===== src/rtl/symbol_stream_xcheck.sv =====
// symbol_stream_xcheck: compares a DUT symbol stream against a reference
// stream. It searches for the integer symbol skew between them, then tracks
// symbol and mismatch counts per channel while locked.
//
// state  | meaning
// IDLE   | waiting for start, data ignored
// SEARCH | trying skews 0..MAX_SKEW-1, need LOCK_COUNT consecutive matches
// LOCKED | comparing at skew_found, counting symbols and errors
// FAIL   | no skew produced lock, outputs held until start or reset

module symbol_stream_xcheck #(
    parameter int WIDTH      = 18,
    parameter int NUM_CH     = 2,
    parameter int MAX_SKEW   = 8,
    parameter int SKEW_W     = 3,
    parameter int LOCK_COUNT = 16,
    parameter int LOSS_COUNT = 4,
    parameter int CNT_W      = 16
) (
    input  logic                      clk,
    input  logic                      reset,
    input  logic                      sym_clk_en,
    input  logic                      start,
    input  logic [NUM_CH*WIDTH-1:0]   ref_data,
    input  logic [NUM_CH*WIDTH-1:0]   dut_data,
    output logic [1:0]                state,
    output logic                      locked,
    output logic                      fail,
    output logic [SKEW_W-1:0]         skew_found,
    output logic [CNT_W-1:0]          sym_count,
    output logic [CNT_W-1:0]          err_count,
    output logic [NUM_CH-1:0]         ch_err_mask
);

    localparam int DW     = NUM_CH * WIDTH;
    localparam int RUN_W  = $clog2(LOCK_COUNT + 1);
    localparam int LOSS_W = $clog2(LOSS_COUNT + 1);

    typedef enum logic [1:0] {
        S_IDLE   = 2'd0,
        S_SEARCH = 2'd1,
        S_LOCKED = 2'd2,
        S_FAIL   = 2'd3
    } state_t;

    state_t              state_q, state_n;
    logic [SKEW_W-1:0]   trial_q, trial_n;
    logic [RUN_W-1:0]    run_q, run_n;
    logic [LOSS_W-1:0]   loss_q, loss_n, loss_inc;
    logic [SKEW_W-1:0]   skew_q, skew_n;
    logic [CNT_W-1:0]    sym_q, sym_n;
    logic [CNT_W-1:0]    err_q, err_n;
    logic [NUM_CH-1:0]   mask_q, mask_n;
    logic                locked_q, locked_n;
    logic                fail_q, fail_n;

    logic [DW-1:0]       dline [MAX_SKEW-1];
    logic [SKEW_W-1:0]   sel;
    logic [DW-1:0]       sel_data;
    logic [NUM_CH-1:0]   ch_mis;
    logic                full_match;

    // Reference delay line; shifts on every symbol enable regardless of state
    always_ff @(posedge clk) begin
        if (reset) begin
            for (int k = 0; k < MAX_SKEW - 1; k++) begin
                dline[k] <= '0;
            end
        end else if (sym_clk_en) begin
            dline[0] <= ref_data;
            for (int k = 1; k < MAX_SKEW - 1; k++) begin
                dline[k] <= dline[k-1];
            end
        end
    end

    // Pick the reference tap for the active skew and compare each channel
    always_comb begin
        sel      = (state_q == S_LOCKED) ? skew_q : trial_q;
        sel_data = ref_data;
        for (int k = 1; k < MAX_SKEW; k++) begin
            if (sel == SKEW_W'(k)) begin
                sel_data = dline[k-1];
            end
        end
        for (int c = 0; c < NUM_CH; c++) begin
            ch_mis[c] = (dut_data[c*WIDTH +: WIDTH] != sel_data[c*WIDTH +: WIDTH]);
        end
        full_match = ~|ch_mis;
    end

    // Next-state and next-output logic; start overrides any state
    always_comb begin
        state_n  = state_q;
        trial_n  = trial_q;
        run_n    = run_q;
        loss_n   = loss_q;
        skew_n   = skew_q;
        sym_n    = sym_q;
        err_n    = err_q;
        mask_n   = mask_q;
        loss_inc = loss_q + 1'b1;

        if (start) begin
            state_n = S_SEARCH;
            trial_n = '0;
            run_n   = '0;
            loss_n  = '0;
            sym_n   = '0;
            err_n   = '0;
            mask_n  = '0;
        end else if (sym_clk_en) begin
            case (state_q)
                S_SEARCH: begin
                    if (full_match) begin
                        if (run_q == RUN_W'(LOCK_COUNT - 1)) begin
                            state_n = S_LOCKED;
                            skew_n  = trial_q;
                            loss_n  = '0;
                            run_n   = '0;
                        end else begin
                            run_n = run_q + 1'b1;
                        end
                    end else begin
                        run_n = '0;
                        if (trial_q == SKEW_W'(MAX_SKEW - 1)) begin
                            state_n = S_FAIL;
                        end else begin
                            trial_n = trial_q + 1'b1;
                        end
                    end
                end
                S_LOCKED: begin
                    if (sym_q != '1) begin
                        sym_n = sym_q + 1'b1;
                    end
                    if (full_match) begin
                        loss_n = '0;
                    end else begin
                        if (err_q != '1) begin
                            err_n = err_q + 1'b1;
                        end
                        mask_n = mask_q | ch_mis;
                        if (loss_inc == LOSS_W'(LOSS_COUNT)) begin
                            state_n = S_SEARCH;
                            trial_n = '0;
                            run_n   = '0;
                            loss_n  = '0;
                        end else begin
                            loss_n = loss_inc;
                        end
                    end
                end
                default: begin
                end
            endcase
        end

        locked_n = (state_n == S_LOCKED);
        fail_n   = (state_n == S_FAIL);
    end

    // Register state, search bookkeeping and all outputs
    always_ff @(posedge clk) begin
        if (reset) begin
            state_q  <= S_IDLE;
            trial_q  <= '0;
            run_q    <= '0;
            loss_q   <= '0;
            skew_q   <= '0;
            sym_q    <= '0;
            err_q    <= '0;
            mask_q   <= '0;
            locked_q <= 1'b0;
            fail_q   <= 1'b0;
        end else begin
            state_q  <= state_n;
            trial_q  <= trial_n;
            run_q    <= run_n;
            loss_q   <= loss_n;
            skew_q   <= skew_n;
            sym_q    <= sym_n;
            err_q    <= err_n;
            mask_q   <= mask_n;
            locked_q <= locked_n;
            fail_q   <= fail_n;
        end
    end

    assign state       = state_q;
    assign locked      = locked_q;
    assign fail        = fail_q;
    assign skew_found  = skew_q;
    assign sym_count   = sym_q;
    assign err_count   = err_q;
    assign ch_err_mask = mask_q;

endmodule


===== config.mk =====
export PLATFORM = sky130hd
export DESIGN_NAME = symbol_stream_xcheck
export DESIGN_NICKNAME = d
export VERILOG_FILES = /design/src/rtl/symbol_stream_xcheck.sv
export SDC_FILE = /design/constraint.sdc
export NUM_CORES = 1
export LEC_CHECK = 0
export BUFFER_PORTS_ARGS = -buffer_cell sky130_fd_sc_hd__buf_2
export CAP_MARGIN = 30
export CORE_ASPECT_RATIO = 2
export CORE_MARGIN = 4
export CORE_UTILIZATION = 30
export CTS_BUF_LIST = sky130_fd_sc_hd__clkbuf_8 sky130_fd_sc_hd__clkbuf_16
export CTS_CLUSTER_DIAMETER = 60
export CTS_CLUSTER_SIZE = 16
export DETAILED_ROUTE_END_ITERATION = 8
export PLACE_DENSITY = 0.57
export SLEW_MARGIN = 40
export SYNTH_ARGS = -nofsm -noshare
export SYNTH_HDL_FRONTEND = slang
export SYNTH_SLANG_ARGS = --single-unit

===== constraint.sdc =====
create_clock -name clk -period 5.44 [get_ports clk]
set_clock_uncertainty 0.2 [all_clocks]
set_input_delay 1.088 -clock clk [delete_from_list [all_inputs] [get_ports clk]]
set_output_delay 1.088 -clock clk [all_outputs]
set_load 0.02 [all_outputs]

==> qor.txt <==
run status - complete, no violations
FFs w/ async S/R, synth - 0%
post-route ant nets - 0
worst path arrival time - 5.56 ns
maximum number of pins on one net before global-route repair - 123
first-pass GRT wire length - 78300 microns
total inserted antenna cells - 0
count of endpoints failing setup in the final report - 0
CTS HTree Levels - 1
met2 global-route usage - 31.9%
count of pins on the block boundary - 117
number of vias per cell after detailed routing - 5.47
switching power share of the total - 24.3%
hold path startpoint - run_q[4]
Crit-path slowest cell - nor4_1
worst vdd ir - 0.000215 V
CP Data Required Time - 5.72 ns
DRC Markers - 0
Net Sw Power - 0.00118 W
count of port buffers added during placement - 116
cell type contributing the most total cell area after synthesis - edfxtp_1
detailed-route via count - 12400
FF/Latch Area - 8610 sq um
Clock Path Buffers - 3
busiest metal layer after global routing - met2
Layout Nets - 1667
Pwr Total - 0.00485 W
initial antenna violation count - 1
global route overflow - 0
max-capacitance violation count - 0
DRT Wirelength - 52300 microns
iteration count of the initial detailed-routing pass - 7
Pwr Density - 266 nW/um^2
Yosys top cell area share - 47.8%
count of final max-slew check failures - 0
initial detailed-routing violation count - 1075
crit start category - flop
clk_lat worst skew - 0.55 ns
maximum fanout count along the critical path - 35
cell-internal power - 0.00368 W
Clk pwr share - 36.0%
number of buffers inserted during clock tree synthesis - 24
most instantiated flip-flop cell in the synthesis netlist - edfxtp_1
height of the die - 333 microns
minimum clock period after layout - 5.28 ns
TritonCTS clock tree - yes
share of the core filled with cells - 35.1%
depth of the worst register-to-register path - 15
sequential share of the synthesized area - 54.3%
Leakage - 6.91 nW
Hold Vio Cnt, Final - 0
part of the power in registers - 56.3%
area of combinational cells with multiple inputs - 6760 sq um
Max stage delay on crit path - 0.55 ns
number of enable flip-flop cells after synthesis - 252
crit end category - flop
crit path kind - reg -> reg
met1 GRT Util - 20.2%
type of the tightest min-delay check - reg -> reg
number of instances on the worst hold path - 2
cts-stage hold buffer count - 0
half-perimeter wire length after placement - 37500 microns
buffer cell driving the clock tree root - clkbuf_16
worst reg-to-reg setup slack - 0.16 ns
end of the worst hold path - run_q[4]
logic gate share of total power - 7.7%
period utilization - 97.1%
Yosys reg bits - 304
Avg Inst Size Synth - 10.8 sq um
via count of the first global-routing pass - 12500
met3 track demand over resource in global routing - 2.27%
count of clock tree sinks - 304
reg2reg start - state[0]
Max Clock Freq - 0.189 GHz
cell count after placement - 2216
placer's final routability congestion estimate - 0.902
share of final-layout standard cells stronger than drive strength 1 - 17.0%
initial standard-cell utilization of the core - 30.5%
Die X-Extent - 170 microns
clock-pin transition on the worst setup and hold timing paths - 0.08 ns
post-synthesis instance area - 15800 sq um
layout-stage area growth over the synthesis result - 15.2%
Cells after Synth - 1467
total die area - 56800 sq um
Post-Synthesis Net Count - 1552
Layout Cells excl Fill - 2260
pin slew with the least headroom to its limit - 0.880 ns
num rows - 118
post-CTS setup-driven buffer insertion count - 0
WL per Instance - 23.2 microns
core footprint - 52000 sq um
Yosys cell types - 83
fillers - 5243
unrepaired setup endpoints after global routing - false
final total negative setup slack - 0 ns
capture point of the worst reg-to-reg path - loss_q[1]
Yosys warning total - 0
global-route usage over all layers - 17.9%
list of cells traversed by the critical path - inv_1 > ha_2 > buf_4 > or2_1 > o22ai_2 > buf_4 > nor2_1 > nor4_1 > nor3_1 > xnor2_1 > nor3_1 > and4b_1 > a31oi_1 > or4_1 > a21oi_1
top cells by area in the synthesized netlist - edfxtp_1 48%, and2_1 8.8%, dfxtp_1 6.6%
normalized max-slew margin - 41.3%
[timing repair]
item                       4_1_cts  5_1_grt
setup endpoints to repair        0        1
hold endpoints to repair         0        0
resized for setup                0        1
[metrics by stage]
step	instance area, sq um	worst slack [ns]	hold WS [ns]
after CTS	18200	0.232	0.256
after global routing	18200	0.0224	0.287
final	18200	0.160	0.251
after global placement	17500	0.309	0.232
after detailed placement	17500	0.266	0.245
after floorplan	15800	0.0312	0.221
[final cells by class]
cell class              instances  area share, %
repair buffers                187           6.49
flip-flops and latches        304           47.2
well taps                     660           4.53
multi-input cells            1031           37.0
clock inverters                18          0.576
clock buffers                  26           3.50
inverters                      34          0.699
[how the worst max path moves through the flow]
stage	cells past startpoint	to	startpoint	slack [ns]
after floorplan	3	dline[0][0]	reset	0.03
after global placement	15	loss_q[0]	state[0]	0.31
after detailed placement	15	loss_q[0]	state[0]	0.27
after CTS	15	loss_q[1]	state[0]	0.23
after global routing	15	loss_q[1]	state[0]	0.02
final	15	loss_q[1]	state[0]	0.16
[state kept, by name, indices dropped and copies added (netlist names)]
| signal | flops |
|---|---|
| state | 2 |
| trial_q | 3 |
| loss_q | 3 |
| skew_found | 3 |
| locked | 1 |
| run_q | 5 |
| fail | 1 |
| ch_err_mask | 2 |
| dline | 252 |
| sym_count | 16 |
| err_count | 16 |
[cell usage after synthesis (all sizes together) (10+ instances only)]
library cell,count
a211oi,15
buf,32
a2111oi,10
inv,34
and3,12
nor3,15
xnor2,16
clkbuf,66
mux2,18
nor2b,45
o21ai,69
and2,223
o22ai,41
dfxtp,52
nor2,81
xor2,25
a21oi,71
o221ai,12
a22oi,13
edfxtp,252
nand2,92
nand3,32
or3,14
mux2i,31
o211ai,18
[cell usage in the layout (no fill, tap or decap), types with 9 or more instances in the layout]
| cell | count |
|---|---|
| a221oi_1 | 9 |
| or3_1 | 14 |
| a22oi_1 | 13 |
| buf_4 | 64 |
| o22ai_1 | 40 |
| buf_2 | 116 |
| a31oi_1 | 9 |
| inv_1 | 47 |
| nand3_1 | 32 |
| xor2_1 | 25 |
| o211ai_1 | 18 |
| edfxtp_1 | 252 |
| clkbuf_16 | 25 |
| dfxtp_1 | 52 |
| mux2i_1 | 28 |
| and3_1 | 12 |
| o21ai_0 | 67 |
| nor3_1 | 14 |
| and2_1 | 223 |
| nor2_1 | 78 |
| xnor2_1 | 16 |
| a21oi_1 | 71 |
| nand2_1 | 91 |
| nor2b_1 | 44 |
| o221ai_1 | 12 |
| a211oi_1 | 15 |
| mux2_2 | 16 |
| nand2b_1 | 9 |
[cell families (layout without fill, tap and decap cells)]
group	count (synthesis)	in the layout	share of synthesized area, %
and+or+nand+nor	578	578	20.4
AOI/OAI and AO/OA	353	353	15.4
DFF	304	304	54.3
buffers and inverters	132	265	3.45
muxes	50	50	3.43
xor gates and xnor gates	41	41	2.27
adders and majority gates	9	9	0.711
[per-layer routing]
metal | vias up | share of wire [%] | wire length (microns)
met5 | - | 0.032 | 17
met4 | 2 | 6.3 | 3290
met3 | 133 | 4.7 | 2470
met2 | 445 | 52 | 27000
met1 | 6135 | 37 | 19500
li1 | 5646 | - | -
[worst max-delay path, delay by kind of cell, from the launching register on]
kind	cells	cell delay, ns
compound gates	3	0.88
xor+xnor	1	0.17
fa+ha+maj	1	0.27
buf+inv	3	0.70
flops	1	0.41
simple gates	7	2.57
[power groups by stage]
stage                     combinational, W  sequential (W)  clock (W)
after floorplan                   0.000223         0.00276          0
after global placement            0.000371         0.00278          0
after detailed placement          0.000376         0.00278          0
after CTS                         0.000377         0.00273    0.00179
after global routing              0.000407         0.00274    0.00187
final                             0.000374         0.00273    0.00175
No activity file was read; power rests on OpenSTA's default activity.
